File: src/rtl/spi_slave.sv
// SPI target peripheral with a PBUS register file and TX/RX byte FIFOs.
// Define SPI_SLAVE_IRQ_EN to add the irq_o output and the CTRL[6:4] interrupt enables.

module wbit_fifo #(
    parameter int DEPTH = 8,
    parameter int WIDTH = 8
) (
    input  logic             clk_i,
    input  logic             rst_ni,
    input  logic             push,
    input  logic [WIDTH-1:0] wdata,
    input  logic             pop,
    output logic [WIDTH-1:0] rdata,
    output logic             empty,
    output logic             full
);
    localparam int AW = (DEPTH > 1) ? $clog2(DEPTH) : 1;

    logic [WIDTH-1:0] mem [DEPTH];
    logic [AW-1:0]    rd_ptr;
    logic [AW-1:0]    wr_ptr;
    logic [AW:0]      count;
    logic             do_pop;
    logic             do_push;

    assign empty   = (count == '0);
    assign full    = (count == (AW+1)'(DEPTH));
    assign do_pop  = pop & ~empty;
    // A full FIFO still accepts a push when a pop frees a slot in the same cycle.
    assign do_push = push & (~full | do_pop);
    assign rdata   = mem[rd_ptr];

    always_ff @(posedge clk_i or negedge rst_ni) begin
        if (!rst_ni) begin
            rd_ptr <= '0;
            wr_ptr <= '0;
            count  <= '0;
        end else begin
            if (do_pop)  rd_ptr <= rd_ptr + AW'(1);
            if (do_push) wr_ptr <= wr_ptr + AW'(1);
            case ({do_push, do_pop})
                2'b10:   count <= count + (AW+1)'(1);
                2'b01:   count <= count - (AW+1)'(1);
                default: count <= count;
            endcase
        end
    end

    // NOTE: storage is deliberately not reset; the pointers and count define validity.
    always_ff @(posedge clk_i) begin
        if (do_push) mem[wr_ptr] <= wdata;
    end
endmodule

module spi_slave #(
    parameter int XLEN        = 32,
    parameter int FIFO_DEPTH  = 8,
    parameter int SYNC_STAGES = 2
) (
    input  logic            clk_i,
    input  logic            rst_ni,
    input  logic            stb_i,
    input  logic [1:0]      adr_i,
    input  logic [3:0]      byte_sel_i,
    input  logic            we_i,
    input  logic [XLEN-1:0] dat_i,
    output logic [XLEN-1:0] dat_o,
    input  logic            spi_sck_i,
    input  logic            spi_cs_n_i,
    input  logic            spi_mosi_i,
    output logic            spi_miso_o,
    output logic            spi_miso_oe_o
`ifdef SPI_SLAVE_IRQ_EN
    ,
    output logic            irq_o
`endif
);
    typedef enum logic {IDLE, ACTIVE} state_t;

    state_t     state_q, state_d;
    logic       en_q, cpol_q, cpha_q;
    logic       rx_ovf_q;
    logic [2:0] ie;
    logic [2:0] sync_pipe [SYNC_STAGES];  // {mosi, cs_n, sck} per stage
    logic       sck_s, cs_s, mosi_s;
    logic       sck_prev, cs_prev;
    logic       lead_edge, trail_edge, sample_edge, shift_edge, cs_fall;
    logic       select, run, load, advance;
    logic [2:0] bit_cnt;
    logic       first_q;
    logic [7:0] tx_shift, shift_in, load_byte;
    logic       miso_q;
    logic       byte_done_q;

    logic       wr_en, rd_en, ctrl_wr, tx_push, rx_pop, tx_pop;
    logic [7:0] tx_head, rx_head;
    logic       tx_empty, tx_full, rx_empty, rx_full;

    always_ff @(posedge clk_i or negedge rst_ni) begin
        if (!rst_ni) begin
            for (int i = 0; i < SYNC_STAGES; i++) sync_pipe[i] <= 3'b010;
            sck_prev <= 1'b0;
            cs_prev  <= 1'b1;
        end else begin
            sync_pipe[0] <= {spi_mosi_i, spi_cs_n_i, spi_sck_i};
            for (int i = 1; i < SYNC_STAGES; i++) sync_pipe[i] <= sync_pipe[i-1];
            sck_prev <= sck_s;
            cs_prev  <= cs_s;
        end
    end

    assign sck_s  = sync_pipe[SYNC_STAGES-1][0];
    assign cs_s   = sync_pipe[SYNC_STAGES-1][1];
    assign mosi_s = sync_pipe[SYNC_STAGES-1][2];

    assign lead_edge   = (sck_prev == cpol_q) && (sck_s != cpol_q);
    assign trail_edge  = (sck_prev != cpol_q) && (sck_s == cpol_q);
    assign sample_edge = cpha_q ? trail_edge : lead_edge;
    assign shift_edge  = cpha_q ? lead_edge : trail_edge;
    assign cs_fall     = cs_prev & ~cs_s;

    always_ff @(posedge clk_i or negedge rst_ni) begin
        if (!rst_ni) state_q <= IDLE;
        else         state_q <= state_d;
    end

    // NOTE: every output of this block gets a default first so no latch is inferred.
    always_comb begin
        state_d = state_q;
        load    = 1'b0;
        advance = 1'b0;
        case (state_q)
            IDLE:    if (cs_fall && en_q) state_d = ACTIVE;
            ACTIVE:  if (cs_s || !en_q)   state_d = IDLE;
            default: state_d = IDLE;
        endcase
        select = (state_q == IDLE) && (state_d == ACTIVE);
        run    = (state_q == ACTIVE) && (state_d == ACTIVE);
        // With cpha=1 the byte loaded at selection is driven by the first leading edge.
        if (select) begin
            load = 1'b1;
        end else if (run && shift_edge && !(cpha_q && first_q)) begin
            if (bit_cnt == 3'd0) load    = 1'b1;
            else                 advance = 1'b1;
        end
    end

    assign load_byte = tx_empty ? 8'hFF : tx_head;
    assign tx_pop    = load & ~tx_empty;

    // NOTE: sequential state uses non-blocking assignments only.
    always_ff @(posedge clk_i or negedge rst_ni) begin
        if (!rst_ni) begin
            bit_cnt     <= 3'd0;
            first_q     <= 1'b0;
            tx_shift    <= 8'h00;
            shift_in    <= 8'h00;
            miso_q      <= 1'b0;
            byte_done_q <= 1'b0;
        end else begin
            byte_done_q <= 1'b0;
            if (select) begin
                bit_cnt <= 3'd0;
                first_q <= 1'b1;
            end
            if (run && shift_edge) first_q <= 1'b0;
            if (load) begin
                tx_shift <= load_byte;
                miso_q   <= load_byte[7];
            end else if (advance) begin
                tx_shift <= {tx_shift[6:0], 1'b0};
                miso_q   <= tx_shift[6];
            end else if (state_q == ACTIVE && state_d == IDLE) begin
                miso_q   <= 1'b0;
            end
            if (run && sample_edge) begin
                shift_in    <= {shift_in[6:0], mosi_s};
                bit_cnt     <= bit_cnt + 3'd1;
                byte_done_q <= (bit_cnt == 3'd7);
            end
        end
    end

    assign spi_miso_o    = miso_q;
    assign spi_miso_oe_o = (state_q == ACTIVE);

    assign wr_en   = stb_i & we_i & byte_sel_i[0];
    assign rd_en   = stb_i & ~we_i & byte_sel_i[0];
    assign ctrl_wr = wr_en && (adr_i == 2'd0);
    assign rx_pop  = rd_en && (adr_i == 2'd2);
    assign tx_push = wr_en && (adr_i == 2'd3);

    always_ff @(posedge clk_i or negedge rst_ni) begin
        if (!rst_ni) begin
            en_q     <= 1'b0;
            cpha_q   <= 1'b0;
            cpol_q   <= 1'b0;
            rx_ovf_q <= 1'b0;
        end else begin
            if (ctrl_wr) begin
                en_q   <= dat_i[0];
                cpha_q <= dat_i[2];
                cpol_q <= dat_i[3];
            end
            // A byte dropped in the same cycle as a clear still leaves the flag set.
            if (byte_done_q && rx_full && !rx_pop) rx_ovf_q <= 1'b1;
            else if (ctrl_wr && dat_i[1])          rx_ovf_q <= 1'b0;
        end
    end

`ifdef SPI_SLAVE_IRQ_EN
    logic [2:0] ie_q;
    logic       unused_bits;

    always_ff @(posedge clk_i or negedge rst_ni) begin
        if (!rst_ni) begin
            ie_q  <= 3'b000;
            irq_o <= 1'b0;
        end else begin
            if (ctrl_wr) ie_q <= dat_i[6:4];
            irq_o <= (ie_q[0] & ~rx_empty) | (ie_q[1] & tx_empty) | (ie_q[2] & rx_ovf_q);
        end
    end

    assign ie          = ie_q;
    assign unused_bits = ^{dat_i[XLEN-1:7], byte_sel_i[3:1]};
`else
    logic unused_bits;

    assign ie          = 3'b000;
    assign unused_bits = ^{dat_i[XLEN-1:4], byte_sel_i[3:1]};
`endif

    always_comb begin
        dat_o = '0;
        case (adr_i)
            2'd0:    dat_o[6:0] = {ie, cpol_q, cpha_q, 1'b0, en_q};
            2'd1:    dat_o[5:0] = {(state_q == ACTIVE), rx_ovf_q, tx_empty, tx_full, rx_empty, rx_full};
            2'd2:    dat_o[7:0] = rx_head;
            default: dat_o      = '0;
        endcase
    end

    wbit_fifo #(.DEPTH(FIFO_DEPTH), .WIDTH(8)) u_tx_fifo (
        .clk_i  (clk_i),
        .rst_ni (rst_ni),
        .push   (tx_push),
        .wdata  (dat_i[7:0]),
        .pop    (tx_pop),
        .rdata  (tx_head),
        .empty  (tx_empty),
        .full   (tx_full)
    );

    wbit_fifo #(.DEPTH(FIFO_DEPTH), .WIDTH(8)) u_rx_fifo (
        .clk_i  (clk_i),
        .rst_ni (rst_ni),
        .push   (byte_done_q),
        .wdata  (shift_in),
        .pop    (rx_pop),
        .rdata  (rx_head),
        .empty  (rx_empty),
        .full   (rx_full)
    );
endmodule

File: config.mk
export PLATFORM = sky130hd
export DESIGN_NAME = spi_slave
export DESIGN_NICKNAME = d
export VERILOG_FILES = /design/src/rtl/spi_slave.sv
export SDC_FILE = /design/constraint.sdc
export NUM_CORES = 1
export LEC_CHECK = 0
export CAP_MARGIN = 0
export CELL_PAD_IN_SITES_DETAIL_PLACEMENT = 0
export CELL_PAD_IN_SITES_GLOBAL_PLACEMENT = 1
export CORE_UTILIZATION = 48
export CTS_CLUSTER_DIAMETER = 30
export DETAILED_ROUTE_END_ITERATION = 7
export HOLD_SLACK_MARGIN = 0.08
export PLACE_DENSITY = 0.87
export SLEW_MARGIN = 20
export SYNTH_ARGS = -nofsm -noshare
export SYNTH_HDL_FRONTEND = slang
export SYNTH_SLANG_ARGS = --single-unit
File: constraint.sdc
create_clock -name clk_i -period 4 [get_ports clk_i]
set_clock_uncertainty 0.05 [all_clocks]
set_input_delay 0.4 -clock clk_i [delete_from_list [all_inputs] [get_ports clk_i]]
set_output_delay 0.4 -clock clk_i [all_outputs]
set_load 0.01 [all_outputs]
**Word-level counts from Yosys, hierarchy flattened**

Memories as Yosys holds them, arrays and structs flattened.
Cells that the tools add are included.

- Output and inout port bits: 34
- Memory bits (writable): 128
- Input port bits: 45
- Flip-flop bits (word level): 54
- Memories: 2

- Mux-type cells: 33
- Eq/ne operators: 14
- Reduce and logical (&&, ||, !) cells: 31
- Bitwise operators: 20
- $add $sub $neg: 9

Memories:

| name | depth | bits a word | rd ports | clocked after memory_dff | wr ports | RTL line | source |
|---|---|---|---|---|---|---|---|
| u_rx_fifo.mem | 8 | 8 | 1 | 0 | 1 | 19 | `logic [WIDTH-1:0] mem [DEPTH];` |
| u_tx_fifo.mem | 8 | 8 | 1 | 0 | 1 | 19 |  |

Operators with widths:

| operator | number |
|---|---|
| $mux W1 | 24 |
| $pmux W6 S3 | 1 |
| $logic_and A1 B1 Y1 | 16 |
| $pmux W4 S2 | 2 |
| $add A3 B1 Y3 const B | 5 |
| $mux W7 | 2 |
| $reduce_bool A2 Y1 | 6 |
| $and A1 B1 Y1 | 10 |
| $add A4 B1 Y4 const B | 2 |
| $eq A2 B2 Y1 const B | 4 |
| $eq A4 B4 Y1 const B | 2 |
| $logic_not A4 Y1 | 2 |
| $mux W8 | 1 |
| $not A1 Y1 | 8 |
| $sub A4 B1 Y4 const B | 2 |
| $eq A2 B1 Y1 const B | 3 |
| $mux W3 | 2 |
| $eq A3 B3 Y1 const B | 1 |
| $logic_not A1 Y1 | 3 |
| $logic_not A3 Y1 | 1 |
| $reduce_bool A3 Y1 | 1 |
| $eq A1 B1 Y1 | 2 |
| $logic_not A2 Y1 | 1 |
| $ne A1 B1 Y1 | 2 |
| 3 further kinds | 4 |

**Logic depth before layout (Yosys ltp)**

Gate-level depths: netlist of run 1.

- Depth after elaboration: 16
- Mapped depth: 12
- Depth with buffers taken out: 12

**By module**

A second synthesis of run 1 with hierarchy kept.

- Cell total of the unflattened synthesis: 484
- Area, all modules: 8154.1 µm²

Modules (own cells, without submodules):

| module | cells an instance | area each (µm²) | instances |
|---|---|---|---|
| wbit_fifo at u_rx_fifo | 162 | 3150.5 | 1 |
| wbit_fifo at u_tx_fifo | 159 | 3123.0 | 1 |
| spi_slave | 163 | 1880.6 | 1 |

**Worst setup path after synthesis of run 1**

Ideal clock, no wire load.

- Path kind: flip-flop to flip-flop
- Start: register sync_pipe (netlist bit sck_s)
- End: memory u_tx_fifo.mem[1][0], enable pin
- Cell stages (with the launch flop): 6
- Arrival time: 2.417 ns
- Data required time: 3.552 ns
- Library setup time: 0.398 ns
- Period minus slack after synthesis: 2.865 ns
- Path slack: 1.135 ns
- Cells stage by stage: dfrtp_1 or2b_1 a211o_1 a2111oi_4 o21ai_2 nor4b_1

- Cells in the longest elaborated chain, start to end: 13
- Elaborated cells on any way between the ends: 15
- Classes of those cells: eq/ne (2); mux (5); bitwise (4); reduce/logical (4)

Ends and longest elaborated chain:

| element | RTL line | source |
|---|---|---|
| start: declaration | 84 | `logic [2:0] sync_pipe [SYNC_STAGES];` |
| $eq A1 B1 Y1 or $ne A1 B1 Y1 (tied branches) | 117, 116 |  |
| $logic_and A1 B1 Y1, on equally long branches | 117, 116 |  |
| $mux W1 * | 119 | `assign shift_edge = cpha_q ? lead_edge : trail_edge;` |
| $logic_and A1 B1 Y1 * (2 in series) | 142 | `end else if (run && shift_edge && !(cpha_q && first_q)) begin` |
| $mux W1 * | 142 |  |
| $mux W1 * | 140 | `if (select) begin` |
| $and A1 B1 Y1 * | 149 | `assign tx_pop = load & ~tx_empty;` |
| $and A1 B1 Y1 * | 28 | `assign do_pop = pop & ~empty;` |
| $or A1 B1 Y1 * | 30 | `assign do_push = push & (~full \| do_pop);` |
| $and A1 B1 Y1 * | 30 |  |
| $mux W1 * | 51 | `if (do_push) mem[wr_ptr] <= wdata;` |
| $mux W1 (not written as such) * | 51 |  |
| end: declaration | 19 |  |

Mark *: on every way between the ends. The rest lies on a longest branch, timed or not.

**Worst setup path in the final report of run 1**

- Start: register u_rx_fifo.rd_ptr[0]
- End: output dat_o[1]

- Cells in the longest elaborated chain, start to end: 2

Ends and longest elaborated chain:

| element | RTL line | source |
|---|---|---|
| start: declaration | 20 | `logic [AW-1:0] rd_ptr;` |
| start signal: assignment | 39 | `if (do_pop) rd_ptr <= rd_ptr + AW'(1);` |
| $mem_v2 Z8 W8 | -- |  |
| $pmux W6 S3 | 236 | `case (adr_i)` |
| end: declaration | 67 | `output logic [XLEN-1:0] dat_o,` |

Every way passes these cells.

==> flow_metrics.env, run 1 <==
export IMPL_status="completed"
export IMPL_met3_usage_pct=4.707
export IMPL_grt_util_met1_pct=23.18
export IMPL_busiest_layer="met2"
export IMPL_fill_cells=1191
export IMPL_routed_via_count=4047
export IMPL_antenna_left=0
export IMPL_post_cts_buffers=0
export IMPL_synth_top_area_cell="edfxtp_1"
export IMPL_cts_buffers=17
export IMPL_p_leak_nw=3.256
export IMPL_synthArstFlopShare_pct=29.67
export IMPL_drv_slew=0
export IMPL_tns_ns=0
export IMPL_critical_path_startpoint_type="register"
export IMPL_synth_area_um2=7782
export IMPL_grt_usage_pct=18.65
export IMPL_grt_use_met2_pct=31.94
export IMPL_dr_pass1_iters=5
export IMPL_final_cell_mix="edfxtp_1, dfrtp_1, mux4_2"
export IMPL_die_height_um=129.3
export IMPL_finalNetCount=586
export IMPL_required_ns=3.55
export IMPL_dpl_cell_area_um2=8329
export IMPL_min_period_ns=3.301
export IMPL_clock_latency_ns=0.42
export IMPL_yosysWarnings=0
export IMPL_setup_viol=0
export IMPL_power_mw=4.921
export IMPL_cts_resized_gates=0
export IMPL_grt_pass1_wl_um=22510
export IMPL_vias_per_cell=5.353
export IMPL_synthTopCellsByArea="edfxtp_1, dfrtp_1, mux4_2"
export IMPL_initial_core_util_pct=49.17
export IMPL_grt_max_degree=34
export IMPL_synth_top_area_share_pct=49.39
export IMPL_p_seq_share_pct=49.6
export IMPL_worstSetupPathType="reg -> out"
export IMPL_wirelength_um=14270
export IMPL_grt_overflow=0
export IMPL_syn_inst=474
export IMPL_dieArea_um2=16730
export IMPL_drc=0
export IMPL_p_per_area_nw_per_um2=553.3
export IMPL_htreeDepth=4
export IMPL_clk_pin_slew_ns=0.06
export IMPL_design_area_um2=8895
export IMPL_die_x_um=129.3
export IMPL_area_growth_pct=14.29
export IMPL_final_common_cell="edfxtp_1"
export IMPL_cp_end_kind="output pin"
export IMPL_peakVddDrop_mv=0.3963
export IMPL_place_gp_congestion=0.7936
export IMPL_core_area_um2=15830
export IMPL_worst_ep_arrival_time_ns=2.85
export IMPL_synth_seq_cells=182
export IMPL_regArea_um2=5199
export IMPL_cts_buffer_depth=2
export IMPL_hold_violations=0
export IMPL_crit_path_max_fanout=10
export IMPL_first_iter_violations=331
export IMPL_hp_class="reg -> reg"
export IMPL_tightest_slew_ns=0.8882
export IMPL_p_sw_mw=1.370
export IMPL_hold_ws_ns=0.2975
export IMPL_yosysSeqAreaShare_pct=66.80
export IMPL_tritoncts="done"
export IMPL_dp_cells=723
export IMPL_synth_area_per_cell_um2=16.42
export IMPL_intPower_mw=3.551
export IMPL_synth_edff_count=128
export IMPL_port_buffers=27
export IMPL_max_freq_ghz=0.3030
export IMPL_antennaDiodeCount=0
export IMPL_grt_pass1_vias=4156
export IMPL_wire_per_inst_um=18.87
export IMPL_dp_hpwl_um=9509
export IMPL_synth_ff_type="edfxtp_1"
export IMPL_synthDistinctLibCells=53
export IMPL_instances_no_fill=756
export IMPL_num_rows=46
export IMPL_cts_root_buf="clkbuf_16"
export IMPL_multi_input_area_um2=2381
export IMPL_p_sw_share_pct=27.85
export IMPL_combPwrFrac_pct=18.5
export IMPL_antenna_found_initial=0
export IMPL_post_route_period_util_pct=82.52
export IMPL_drive_gt1_share_pct=22.59
export IMPL_ios=79
export IMPL_cts_num_sinks=182
export IMPL_slew_headroom_pct=40.53
export IMPL_power_clock_fraction_pct=31.9
export IMPL_rsz0062_at_grt="false"
export IMPL_drv_cap=0
==> what timing repair did <==
item	CTS	global route
setup endpoints to repair	0	0
hold endpoints to repair	18	0
hold buffers	1	0
==> flip-flops by register name, indices dropped and copies added (netlist names), 4 cells and up <==
signal           cells
shift_in             8
tx_shift             7
u_tx_fifo.mem       64
u_rx_fifo.mem       64
u_tx_fifo.count      4
u_rx_fifo.count      4
==> critical path: stages, from the launching register on <==
cell and delay, ns:
dfrtp_1 0.68, buf_4 0.34, mux4_2 0.54, mux2i_1 0.20, o22ai_1 0.15, clkdlybuf4s50_1 0.52
==> cell families after synthesis <==
logic type      synth area share (%)
other cells                  0.04819
flops                          66.80
compound gates                 3.746
fa+ha+maj                      2.444
buf+inv                        3.794
simple gates                   6.206
mux                            15.18
xor+xnor                       1.785
==> synth_stat cells (all sizes together), types with 2 or more instances <==
cell type,count
a2111oi,2
a21o,2
a21oi,10
a31oi,2
and2,2
and3,4
buf,32
clkbuf,6
dfrtp,51
dfstp,3
edfxtp,128
fa,2
ha,12
inv,15
mux2,24
mux2i,19
mux4,32
nand2,26
nand2b,5
nand3,2
nand3b,2
nor2,22
nor2b,9
nor3,8
nor3b,3
nor4,5
o211ai,2
o21ai,11
o22ai,5
or2,3
xnor2,11
xor2,4
==> power groups by stage <==
| stage | registers [mW] | clock network (mW) | logic [mW] |
|---|---|---|---|
| floorplan | 2.29 | 0 | 0.830 |
| global placement | 2.47 | 0 | 0.884 |
| detailed placement | 2.48 | 0 | 0.923 |
| CTS | 2.45 | 1.60 | 0.928 |
| global route | 2.47 | 1.68 | 0.996 |
| finish | 2.44 | 1.57 | 0.910 |
==> metrics by stage <==
step	utilization [%]	setup slack, ns
after global placement	52.62	0.7486
after detailed placement	52.62	0.7221
final	56.20	0.6992
after global routing	56.20	0.4993
after CTS	56.20	0.6239
after floorplan	-	1.135
==> path summary, 6_finish.rpt <==
kind / end / slack (ns) / cells after the start / start
worst max register to register: u_tx_fifo.mem[5][4] / 0.98 / 6 / sck_s
worst min register to register: sck_s / 0.30 / 0 / sync_pipe[3]
min in group asynchronous: spi_miso_o / 0.43 / 2 / rst_ni
worst min-delay path: sck_s / 0.30 / 0 / sync_pipe[3]
max in group asynchronous: u_rx_fifo.wr_ptr[2] / 2.60 / 3 / rst_ni
worst max-delay path: dat_o[1] / 0.70 / 5 / u_rx_fifo.rd_ptr[0]
==> routing by layer <==
layer | vias up | wire length (µm)
li1 | 1855 | -
met1 | 2095 | 6141
met2 | 86 | 7570
met3 | 11 | 461
met4 | 0 | 96
met5 | - | 0
==> area by class of cell <==
| cell class | count | area share [%] |
|---|---|---|
| Tap cell | 216 | 3.038 |
| Clock buffer | 18 | 4.825 |
| Timing Repair Buffer | 49 | 4.867 |
| Inverter | 15 | 0.6330 |
| Clock inverter | 14 | 1.421 |
| Multi-Input combinational cell | 262 | 26.77 |
| Sequential cell | 182 | 58.45 |
Note: power is estimated with default switching activity, not from simulation.
==> run 2: changes to the inputs <==
--- a/config.mk
+++ b/config.mk
@@ -8,11 +8,11 @@
 export CAP_MARGIN = 0
 export CELL_PAD_IN_SITES_DETAIL_PLACEMENT = 0
 export CELL_PAD_IN_SITES_GLOBAL_PLACEMENT = 1
-export CORE_UTILIZATION = 48
+export CORE_UTILIZATION = 43
 export CTS_CLUSTER_DIAMETER = 30
 export DETAILED_ROUTE_END_ITERATION = 7
 export HOLD_SLACK_MARGIN = 0.08
-export PLACE_DENSITY = 0.87
+export PLACE_DENSITY = 0.83
 export SLEW_MARGIN = 20
 export SYNTH_ARGS = -nofsm -noshare
 export SYNTH_HDL_FRONTEND = slang
==> constraint.sdc (replaced) <==
create_clock -name clk_i -period 2.7 [get_ports clk_i]
set_clock_uncertainty 0.05 [all_clocks]
set_input_delay 0.27 -clock clk_i [delete_from_list [all_inputs] [get_ports clk_i]]
set_output_delay 0.27 -clock clk_i [all_outputs]
set_load 0.01 [all_outputs]
==> flow_metrics.env, run 2 (synthesis gave the netlist of run 1 again) <==
export IMPL_ios=79
export IMPL_antenna_left=0
export IMPL_vias_per_cell=5.206
export IMPL_num_rows=48
export IMPL_dieArea_um2=18640
export IMPL_wirelength_um=14670
export IMPL_drv_slew=0
export IMPL_post_route_period_util_pct=99.19
export IMPL_antenna_found_initial=0
export IMPL_dp_cells=760
export IMPL_cts_buffers=17
export IMPL_dpl_cell_area_um2=8587
export IMPL_cts_buffer_depth=2
export IMPL_clk_pin_slew_ns=0.07
export IMPL_p_seq_share_pct=46.0
export IMPL_intPower_mw=5.502
export IMPL_htreeDepth=4
export IMPL_core_area_um2=17480
export IMPL_rr_worst_depth=12
export IMPL_p_leak_nw=3.574
export IMPL_cts_root_buf="clkbuf_16"
export IMPL_initial_core_util_pct=44.53
export IMPL_fill_cells=1335
export IMPL_grt_usage_pct=17.18
export IMPL_hold_path_cell_count=1
export IMPL_worstSetupPathType="reg -> out"
export IMPL_setup_viol=0
export IMPL_design_area_um2=9374
export IMPL_area_growth_pct=20.45
export IMPL_dr_pass1_iters=5
export IMPL_finalNetCount=627
export IMPL_die_height_um=136.5
export IMPL_p_sw_share_pct=28.52
export IMPL_p_per_area_nw_per_um2=821.2
export IMPL_wire_per_inst_um=18.20
export IMPL_drive_gt1_share_pct=30.29
export IMPL_first_iter_violations=163
export IMPL_final_common_cell="edfxtp_1"
export IMPL_required_ns=2.38
export IMPL_p_sw_mw=2.196
export IMPL_combPwrFrac_pct=21.6
export IMPL_cp_end_kind="output pin"
export IMPL_grt_max_degree=27
export IMPL_status="completed"
export IMPL_power_clock_fraction_pct=32.4
export IMPL_place_gp_congestion=0.7844
export IMPL_drv_cap=0
export IMPL_tritoncts="done"
export IMPL_grt_overflow=0
export IMPL_final_cell_mix="edfxtp_1, buf_4, dfrtp_1"
export IMPL_max_freq_ghz=0.3734
export IMPL_die_x_um=136.5
export IMPL_top_regs="u_rx_fifo.mem: 64 flops, u_tx_fifo.mem: 64 flops, shift_in: 8 flops"
export IMPL_critical_path_startpoint_type="register"
export IMPL_crit_path_max_fanout=14
export IMPL_grt_pass1_wl_um=23300
export IMPL_rsz0062_at_grt="true"
export IMPL_tightest_slew_ns=0.8049
export IMPL_hp_class="in -> reg"
export IMPL_power_mw=7.698
export IMPL_slew_headroom_pct=46.34
export IMPL_routed_via_count=4196
export IMPL_dp_hpwl_um=9553
export IMPL_tns_ns=0
export IMPL_worst_ep_arrival_time_ns=2.36
export IMPL_clock_latency_ns=0.42
export IMPL_hold_violations=0
export IMPL_antennaDiodeCount=0
export IMPL_cts_num_sinks=182
export IMPL_drc=0
export IMPL_peakVddDrop_mv=0.5297
export IMPL_min_period_ns=2.678
export IMPL_port_buffers=27
export IMPL_instances_no_fill=806
export IMPL_grt_pass1_vias=4304
run 2: cell types whose count changed in the layout (fill, tap and decap cells not counted), moves of 3 or more:
| cell | delta |
|---|---|
| buf_4 | +37 |
| dlymetal6s2s_1 | +4 |
| inv_8 | +4 |
| clkdlybuf4s50_1 | -5 |
| clkinv_8 | +3 |
| mux2i_2 | +3 |
| mux2i_1 | -3 |
run 2: timing repair:
item,in CTS,in global routing
pin swaps,5,6
setup buffers,4,9
endpoints found under the hold margin,21,0
hold buffers,1,0
resized for setup,9,10
setup endpoints to repair,8,23
run 2: path summary, 6_finish.rpt:
kind / start / to / slack [ns]
worst max-delay path: u_rx_fifo.rd_ptr[0] / dat_o[4] / 0.02
worst min-delay path: spi_cs_n_i / sync_pipe[4] / 0.20
worst max register to register: bit_cnt[1] / u_tx_fifo.count[3] / 0.07
worst min register to register: sync_pipe[3] / sck_s / 0.31
max in group asynchronous: rst_ni / u_rx_fifo.rd_ptr[1] / 1.55
min in group asynchronous: rst_ni / tx_shift[2] / 0.36
run 2: layout make-up:
class                      instances  area [µm²]  area share, %
sequential                       182        5201          55.49
multi-input combinational        262        2445          26.08
timing repair buffer              90       782.0          8.342
clock buffer                      17       425.4          4.538
tap                              225       281.5          3.003
clock inverter                    15       182.7          1.949
inverter                          15       56.30         0.6006
run 2: critical path: stages (launching register included):
cell,delay (ns)
dfrtp_1,0.40
buf_12,0.16
buf_4,0.13
mux4_2,0.32
mux2i_1,0.06
o22ai_1,0.26
clkdlybuf4s50_1,0.60
run 2: power by group through the flow:
| stage | combinational, mW | sequential, mW | clock (mW) |
|---|---|---|---|
| 2_1_floorplan | 1.23 | 3.41 | 0 |
| 3_3_place_gp | 1.51 | 3.58 | 0 |
| 3_5_place_dp | 1.55 | 3.59 | 0 |
| 4_1_cts | 1.61 | 3.54 | 2.55 |
| 5_1_grt | 1.83 | 3.58 | 2.65 |
| 6_report | 1.66 | 3.54 | 2.49 |
run 2: per-layer routing:
layer	GRT usage, %	up-vias	wire [µm]	part of all wire [%]
li1	-	1941	-	-
met1	22.64	2143	6464	44
met2	28.06	99	7461	51
met3	3.407	13	549	3.7
met4	6.667	0	193	1.3
met5	0	-	0	0
run 2: per-stage QoR:
| step | hold WS, ns | utilization (%) | worst slack [ns] |
|---|---|---|---|
| 2_1_floorplan | -0.07559 | - | 0.02944 |
| 3_3_place_gp | 0.2895 | 49.13 | -0.03121 |
| 3_5_place_dp | 0.2844 | 49.13 | -0.08300 |
| 4_1_cts | 0.1839 | 53.07 | 0.007769 |
| 5_1_grt | 0.1941 | 53.64 | -0.05907 |
| 6_report | 0.2012 | 53.64 | 0.02184 |
